===== config.mk =====
export PLATFORM = sky130hd
export DESIGN_NAME = pid_math_seq
export DESIGN_NICKNAME = d
export VERILOG_FILES = /design/src/rtl/pid_math_pkg.sv /design/src/rtl/pid_math_seq.sv
export SDC_FILE = /design/constraint.sdc
export NUM_CORES = 1
export LEC_CHECK = 0
export ABC_AREA = 1
export ABC_CLOCK_PERIOD_IN_PS = 1670
export CORE_UTILIZATION = 42
export DETAILED_ROUTE_END_ITERATION = 16
export MAX_ROUTING_LAYER = met4
export PLACE_DENSITY = 0.77
export SETUP_SLACK_MARGIN = 0.3
export SYNTH_ARGS = -nofsm -noshare
export SYNTH_HDL_FRONTEND = slang
export SYNTH_SLANG_ARGS = --single-unit

===== constraint.sdc =====
create_clock -name clk -period 1.67 [get_ports clk]
set_clock_uncertainty 0.05 [all_clocks]
set_input_delay 0.2505 -clock clk [delete_from_list [all_inputs] [get_ports clk]]
set_output_delay 0.2505 -clock clk [all_outputs]
set_load 0.02 [all_outputs]

===== src/rtl/pid_math_pkg.sv =====
// Shared types and constants for the PID math sequencer: state encoding,
// ALU operand-select codes, gains and register widths.
package pid_math_pkg;

    localparam int A2D_W = 12;
    localparam int REG_W = 12;
    localparam int ACC_W = 16;
    localparam int DST_W = 16;
    localparam int SEL_W = 3;

    // Gains wired into the ALU beside the sequencer.
    localparam logic [13:0] PTERM = 14'h3680;
    localparam logic [11:0] ITERM = 12'h500;

    typedef enum logic [2:0] {
        S_IDLE = 3'd0,
        S_ERR  = 3'd1,
        S_INTG = 3'd2,
        S_ICMP = 3'd3,
        S_PCMP = 3'd4,
        S_ACC1 = 3'd5,
        S_ACC2 = 3'd6,
        S_DONE = 3'd7
    } pid_state_e;

    localparam logic [SEL_W-1:0] SRC1_ACCUM     = 3'd0;
    localparam logic [SEL_W-1:0] SRC1_ITERM     = 3'd1;
    localparam logic [SEL_W-1:0] SRC1_ERR       = 3'd2;
    localparam logic [SEL_W-1:0] SRC1_ERR_DIV16 = 3'd3;
    localparam logic [SEL_W-1:0] SRC1_FWD       = 3'd4;
    localparam logic [SEL_W-1:0] SRC1_ZERO      = 3'd7;

    localparam logic [SEL_W-1:0] SRC0_A2D       = 3'd0;
    localparam logic [SEL_W-1:0] SRC0_INTGRL    = 3'd1;
    localparam logic [SEL_W-1:0] SRC0_ICOMP     = 3'd2;
    localparam logic [SEL_W-1:0] SRC0_PCOMP     = 3'd3;
    localparam logic [SEL_W-1:0] SRC0_PTERM     = 3'd4;
    localparam logic [SEL_W-1:0] SRC0_ZERO      = 3'd7;

    // Multiplier steps hold their controls for two cycles before capture.
    function automatic logic is_two_cycle(input pid_state_e s);
        return (s == S_ICMP) || (s == S_PCMP);
    endfunction

endpackage


===== src/rtl/pid_math_seq.sv =====
// Six-step sequencer driving the PID math ALU once per sample.
// Optional integrator freeze: define PID_MATH_SEQ_INTG_HOLD_EN.
module pid_math_seq
    import pid_math_pkg::*;
(
    input  logic              clk,
    input  logic              rst,
    input  logic              start,
    input  logic [A2D_W-1:0]  A2D_res_in,
    input  logic [A2D_W-1:0]  Fwd_in,
    input  logic              intg_hold,
    input  logic [DST_W-1:0]  dst,
    output logic [SEL_W-1:0]  src1sel,
    output logic [SEL_W-1:0]  src0sel,
    output logic              multiply,
    output logic              sub,
    output logic              mult2,
    output logic              mult4,
    output logic              saturate,
    output logic [A2D_W-1:0]  A2D_res,
    output logic [A2D_W-1:0]  Fwd,
    output logic [REG_W-1:0]  Error,
    output logic [REG_W-1:0]  Intgrl,
    output logic [REG_W-1:0]  Icomp,
    output logic [ACC_W-1:0]  Pcomp,
    output logic [ACC_W-1:0]  Accum,
    output logic              busy,
    output logic              done,
    output pid_state_e        dbg_state
);

    // Handshake: start is a one-cycle request accepted only while the
    // state is IDLE; busy covers ERR..DONE and done marks Accum valid.

    pid_state_e state;
    logic       step_cnt;
    logic       step_last;

    assign step_last = !is_two_cycle(state) || step_cnt;
    assign dbg_state = state;

`ifndef PID_MATH_SEQ_INTG_HOLD_EN
    logic unused_intg_hold;
    assign unused_intg_hold = intg_hold;
`endif

    always_ff @(posedge clk) begin
        if (rst) begin
            state    <= S_IDLE;
            step_cnt <= 1'b0;
            A2D_res  <= '0;
            Fwd      <= '0;
            Error    <= '0;
            Intgrl   <= '0;
            Icomp    <= '0;
            Pcomp    <= '0;
            Accum    <= '0;
        end else if (state == S_IDLE) begin
            step_cnt <= 1'b0;
            if (start) begin
                A2D_res <= A2D_res_in;
                Fwd     <= Fwd_in;
                state   <= S_ERR;
            end
        end else if (!step_last) begin
            step_cnt <= 1'b1;
        end else begin
            step_cnt <= 1'b0;
            case (state)
                S_ERR: begin
                    Error <= dst[REG_W-1:0];
                    state <= S_INTG;
                end
                S_INTG: begin
`ifdef PID_MATH_SEQ_INTG_HOLD_EN
                    if (!intg_hold) begin
                        Intgrl <= dst[REG_W-1:0];
                    end
`else
                    Intgrl <= dst[REG_W-1:0];
`endif
                    state <= S_ICMP;
                end
                S_ICMP: begin
                    Icomp <= dst[REG_W-1:0];
                    state <= S_PCMP;
                end
                S_PCMP: begin
                    Pcomp <= dst;
                    state <= S_ACC1;
                end
                S_ACC1: begin
                    Accum <= dst;
                    state <= S_ACC2;
                end
                S_ACC2: begin
                    Accum <= dst;
                    state <= S_DONE;
                end
                default: state <= S_IDLE;
            endcase
        end
    end

    always_comb begin
        src1sel  = SRC1_ZERO;
        src0sel  = SRC0_ZERO;
        multiply = 1'b0;
        sub      = 1'b0;
        saturate = 1'b0;
        mult2    = 1'b0;
        mult4    = 1'b0;
        busy     = (state != S_IDLE);
        done     = (state == S_DONE);
        case (state)
            S_ERR: begin
                src1sel  = SRC1_FWD;
                src0sel  = SRC0_A2D;
                sub      = 1'b1;
                saturate = 1'b1;
            end
            S_INTG: begin
                src1sel  = SRC1_ERR_DIV16;
                src0sel  = SRC0_INTGRL;
                saturate = 1'b1;
            end
            S_ICMP: begin
                src1sel  = SRC1_ITERM;
                src0sel  = SRC0_INTGRL;
                multiply = 1'b1;
            end
            S_PCMP: begin
                src1sel  = SRC1_ERR;
                src0sel  = SRC0_PTERM;
                multiply = 1'b1;
            end
            S_ACC1: begin
                // Unsaturated so the final subtract sees the full 16-bit value.
                src1sel  = SRC1_FWD;
                src0sel  = SRC0_PCOMP;
                sub      = 1'b1;
            end
            S_ACC2: begin
                src1sel  = SRC1_ACCUM;
                src0sel  = SRC0_ICOMP;
                sub      = 1'b1;
                saturate = 1'b1;
            end
            default: ;
        endcase
    end

endmodule

# After elaboration in Yosys (flattened, before gate mapping)
# Cells that the tools add are included.
totals:
  ff_bits: 96
  latchBits: 0
  mem_bits_rw: 0
  mem_bits_ro: 0
  out_inout_bits: 108
  mem_count: 0
op_classes:
  n_addsub: 0
  multipliers: 0
  div_mod_pow: 0
  magnitude_cmp: 0
  eq_ne: 8
  n_shift: 0
  muxes: 10
  n_bitwise: 1
  reduce_logical: 20
ops:
  columns: ["op", "count"]
  rows:
  - ["case mux 3 bit (5 select lines)", 2]
  - ["case mux 3 bit (6 select lines)", 1]
  - ["AND reduction 3 bit", 5]
  - ["equality test 3 bit (second input constant)", 4]
  - ["OR reduction 2 bit", 5]
  - ["2-to-1 mux 3 bit", 3]
  - ["equality test 3 x 2 -> 1 bit (second input constant)", 2]
  - ["OR reduction 3 bit", 2]
  - ["2-to-1 mux 1 bit", 4]
  - ["AND reduction 2 bit", 2]
  - ["equality test 3 x 1 -> 1 bit (second input constant)", 1]
  - ["logical NOT 3 bit", 1]
  - ["nonzero test 3 bit", 1]
  - ["logical OR 1 bit", 2]
  - ["!= test 2 bit (second input constant)", 1]
  - ["nonzero test 2 bit", 1]
  - ["logical NOT 1 bit", 1]
  - ["inverter 1 bit", 1]

# Logic depth before layout (Yosys ltp)
logic_depth:
  depth_word: 6
  mapped_depth: 8
  mapped_depth_nobuf: 8

# Worst setup path before layout
# OpenSTA, ideal clock, no wires.
synth_path:
  path_kind: "register -> output"
  start: "register state[1], in the netlist dbg_state[1]"
  end: "output port src1sel[2]"
  t_arrival_ps: 1563
  setup_slack_ps: -194
  path_stages_with_launch: 7
  path_buffers: 0
  cell_sequence: "dfxtp_1 > nand2_1 > nor2_1 > inv_1 > nand2_1 > inv_1 > o21ai_0"
synth_between:
  elab_chain_cells: 3
  word_cells_on_any_way: 8
synth_rtl:
  columns: ["element", "line", "rtl"]
  rows:
  - ["from (decl)", "pid_math_seq.sv:35", "pid_state_e state;"]
  - ["from (signal assigned)", "pid_math_seq.sv:49", "state <= S_IDLE;"]
  - ["from (signal assigned)", "pid_math_seq.sv:63", "state <= S_ERR;"]
  - ["from (signal assigned)", "pid_math_seq.sv:72", "state <= S_INTG;"]
  - ["equality test 3 bit or equality test 3 x 1 -> 1 bit (tied branches)", "pid_math_seq.sv:115", "case (state)"]
  - ["OR reduction 2 bit (no line)", null, null]
  - ["case mux 3 bit (5 select lines) (*)", "pid_math_seq.sv:115", null]
  - ["to (decl)", "pid_math_seq.sv:13", "output logic [SEL_W-1:0] src1sel,"]
# Mark *: on every way between the ends. The rest lies on a longest branch, timed or not.

# Worst setup path after layout
layout_path:
  start: "register state[0], in the netlist dbg_state[0]"
  end: "output port src1sel[2]"
# Same word-level chain as after synthesis.

==> impl_results.md <==
* Clock sinks at 96
* Initial antenna violation count at 0
* GRT overflow at 0
* # H-tree levels at 3
* Mean post-synth cell area at ~7.8 sq um
* Max-Cap Viols at 0
* Core area at roughly 0.008 sq mm
* Fraction of layout cells with a size suffix above 1 at 24.1%
* Initial DRC count at around 180
* Min-Delay Path Class: reg2reg
* Ranking of synthesized cells by area: dfxtp_1, o21ai_0, a21oi_1, nor2_1, inv_1
* Most common cell in the netlist: dfxtp_1
* Register Area at 0.00193 sq mm
* P_leak at 0.00252 uW
* DP HPWL at 7180 um
* Final hold viol count at 0
* Worst-path clk slew at around 90 ps
* Mapped Area at 0.00351 sq mm
* Count of cell types in the netlist at 17
* Post-route cell area at ~0.006 sq mm
* DIE HEIGHT at 93.4 um
* Max Slew Vio Count at 0
* Final Critical Period at approximately 1600 ps
* Register area share after synthesis at around 55%
* CP Max Fanout at 5
* CTS Buffer Depth at 2
* Area leader, netlist: dfxtp_1
* First-pass GRT wire length at about 17,000 um
* Routed WL at ~12,000 um
* Die width at roughly 93 um
* Antenna Diode Count at 0
* Cell Count, Final, Fillers Out at 733
* Wire per inst at approximately 16 um
* Vias in the first global route at ~3,400
* Vias at 3,725
* Crit. End Element: primary output
* DRC errors left at 0
* Status: finished, final reports clean
* Die area at between 0.008 and 0.009 sq mm
* CTS tree: done
* WP data required at ~1400 ps
* Synth top area share at a little over half
* GRT Util Overall at between 20 and 30%
* Ys flop type: dfxtp_1
* Worst Path Class, Setup: reg2out
* Io pins at between 150 and 200
* Tcrit/Tclk final at 98.0%
* Initial Utilization at roughly 44%
* Post-synth EDFFs at 0
* Hold WS at around 400 ps
* Gate Count Post-Synth at 450
* Fmax at around 610 MHz
* Ys Warns at 0
* Synthesized flop and latch total at 96
* Setup total negative slack at 0 ps
* Asr flop ratio synth at 0%
* 1st-pass router iterations at 4
* CP arrival at ~1300 ps
* Clock tree root driver cell: clkbuf_8
* Hold_buf cts at 0
* Largest net degree at the start of global routing at 70
* Endpoints failing setup at 0
* Average vias per placed instance at between 5 and 6
* Fill cell count at between 500 and 600
* Core Rows at 32
* Most frequent cells after synthesis: dfxtp_1, o21ai_0, a21oi_1
* DP Area at 0.00525 sq mm
* RSZ-0062 raised after global routing: yes
* Area of the multi-input gates at about 0.0016 sq mm
* Final GP Congestion at just under 0.9
* Final core occ at around 76%
* Number of buffers added on ports at ~150
* Number of nets in the final layout at 670
* PD cells at 1440 mW/mm^2
* Peak VDD IR at ~0.00099 V
* Clk_lat worst skew at 360 ps
* Cells after DPL at between 600 and 700
* Antenna-violating nets left at 0
* CTS Buf Count at 9
* Setup crit start kind: register
* Area delta synth->final at 70.6%
==> what timing repair did <==
action,in CTS,in global routing
cloned,1,4
setup endpoints to repair,137,152
pin swaps,5,17
setup buffers,6,8
gates resized for setup,196,169
==> registers in the layout, summed over array words and instances, names as in the netlist <==
signal / count
Accum: 16
step_cnt: 1
Intgrl: 12
Error: 12
Fwd: 12
Icomp: 12
Pcomp: 16
dbg_state: 3
A2D_res: 12
==> final timing paths <==
| path | from | to | slack (ps) | cells after the start |
|---|---|---|---|---|
| worst max register to register | dbg_state[0]$_SDFFE_PP0P_ | Intgrl[0]$_SDFFE_PP0P_ | 60 | 10 |
| worst min-delay path | Fwd[3]$_SDFFE_PP0P_ | Fwd[3]$_SDFFE_PP0P_ | 400 | 2 |
| worst max-delay path | dbg_state[0]$_SDFFE_PP0P_ | src1sel[2] | 30 | 7 |
| worst min register to register | Fwd[3]$_SDFFE_PP0P_ | Fwd[3]$_SDFFE_PP0P_ | 400 | 2 |
==> power breakdown <==
part / total [uW] / switching [uW] / leakage (uW) / internal [uW]
logic: 3930 / 2220 / 0.00163 / 1700
clock network: 1680 / 827 / 0.000111 / 853
registers: 2980 / 257 / 0.000784 / 2720
total: 8590 / 3310 / 0.00252 / 5280
==> worst max-delay path, cell delays in order, from the launching register on <==
cell and delay [ps]:
dfxtp_4 410, nand2_4 80, nor2_4 120, inv_2 70
nand2_2 60, inv_2 40, o21ai_2 70, buf_6 140
==> per-layer routing <==
layer	vias up	part of all wire [%]	wire [um]	track usage, %
li1	1811	-	-	-
met1	1765	42	4990	31.3
met2	134	50	6000	41.3
met3	15	6.1	731	3.33
met4	0	1.5	176	9.74
met5	-	0	0	-
==> per-stage QoR <==
| stage | total power (uW) | setup WS [ps] |
|---|---|---|
| floorplan | 4730 | 305 |
| global placement | 6390 | -79.9 |
| detailed placement | 6470 | -89.9 |
| CTS | 8170 | 29.9 |
| global route | 8980 | -21.3 |
| finish | 8590 | 33.0 |
==> logic make-up after synthesis <==
group                  Yosys count  share of synthesized area, %
other                            1                         0.107
and+or+nand+nor                134                          15.7
AOI/OAI and AO/OA              138                          19.8
DFF                             96                          54.8
buffers and inverters           81                          9.60
==> cell type report <==
class / instances / share of cell area (%)
Inverter: 51 / 3.32
Clock buffer: 10 / 2.13
Tap cell: 102 / 2.13
Sequential cell: 96 / 32.3
Timing Repair Buffer: 194 / 32.1
Multi-Input combinational cell: 274 / 26.5
Clock inverter: 6 / 1.53
==> layout by cell type, fill, tap and decap left out, types with 4 or more instances in the layout <==
cell type	count
buf_12	4
buf_6	21
o21ai_2	10
o21ai_4	9
a21oi_2	14
clkbuf_2	6
a21oi_1	53
nand2_4	5
o21ai_1	20
clkdlybuf4s50_1	42
o21ai_0	31
dlygate4sd2_1	38
clkdlybuf4s15_1	48
clkbuf_8	9
nand3_1	24
dfxtp_1	93
nor2_1	58
nand2_2	11
nor2_4	4
inv_1	42
inv_2	7
nand2_1	27
buf_4	29
Power figures use the tool's default switching activity.
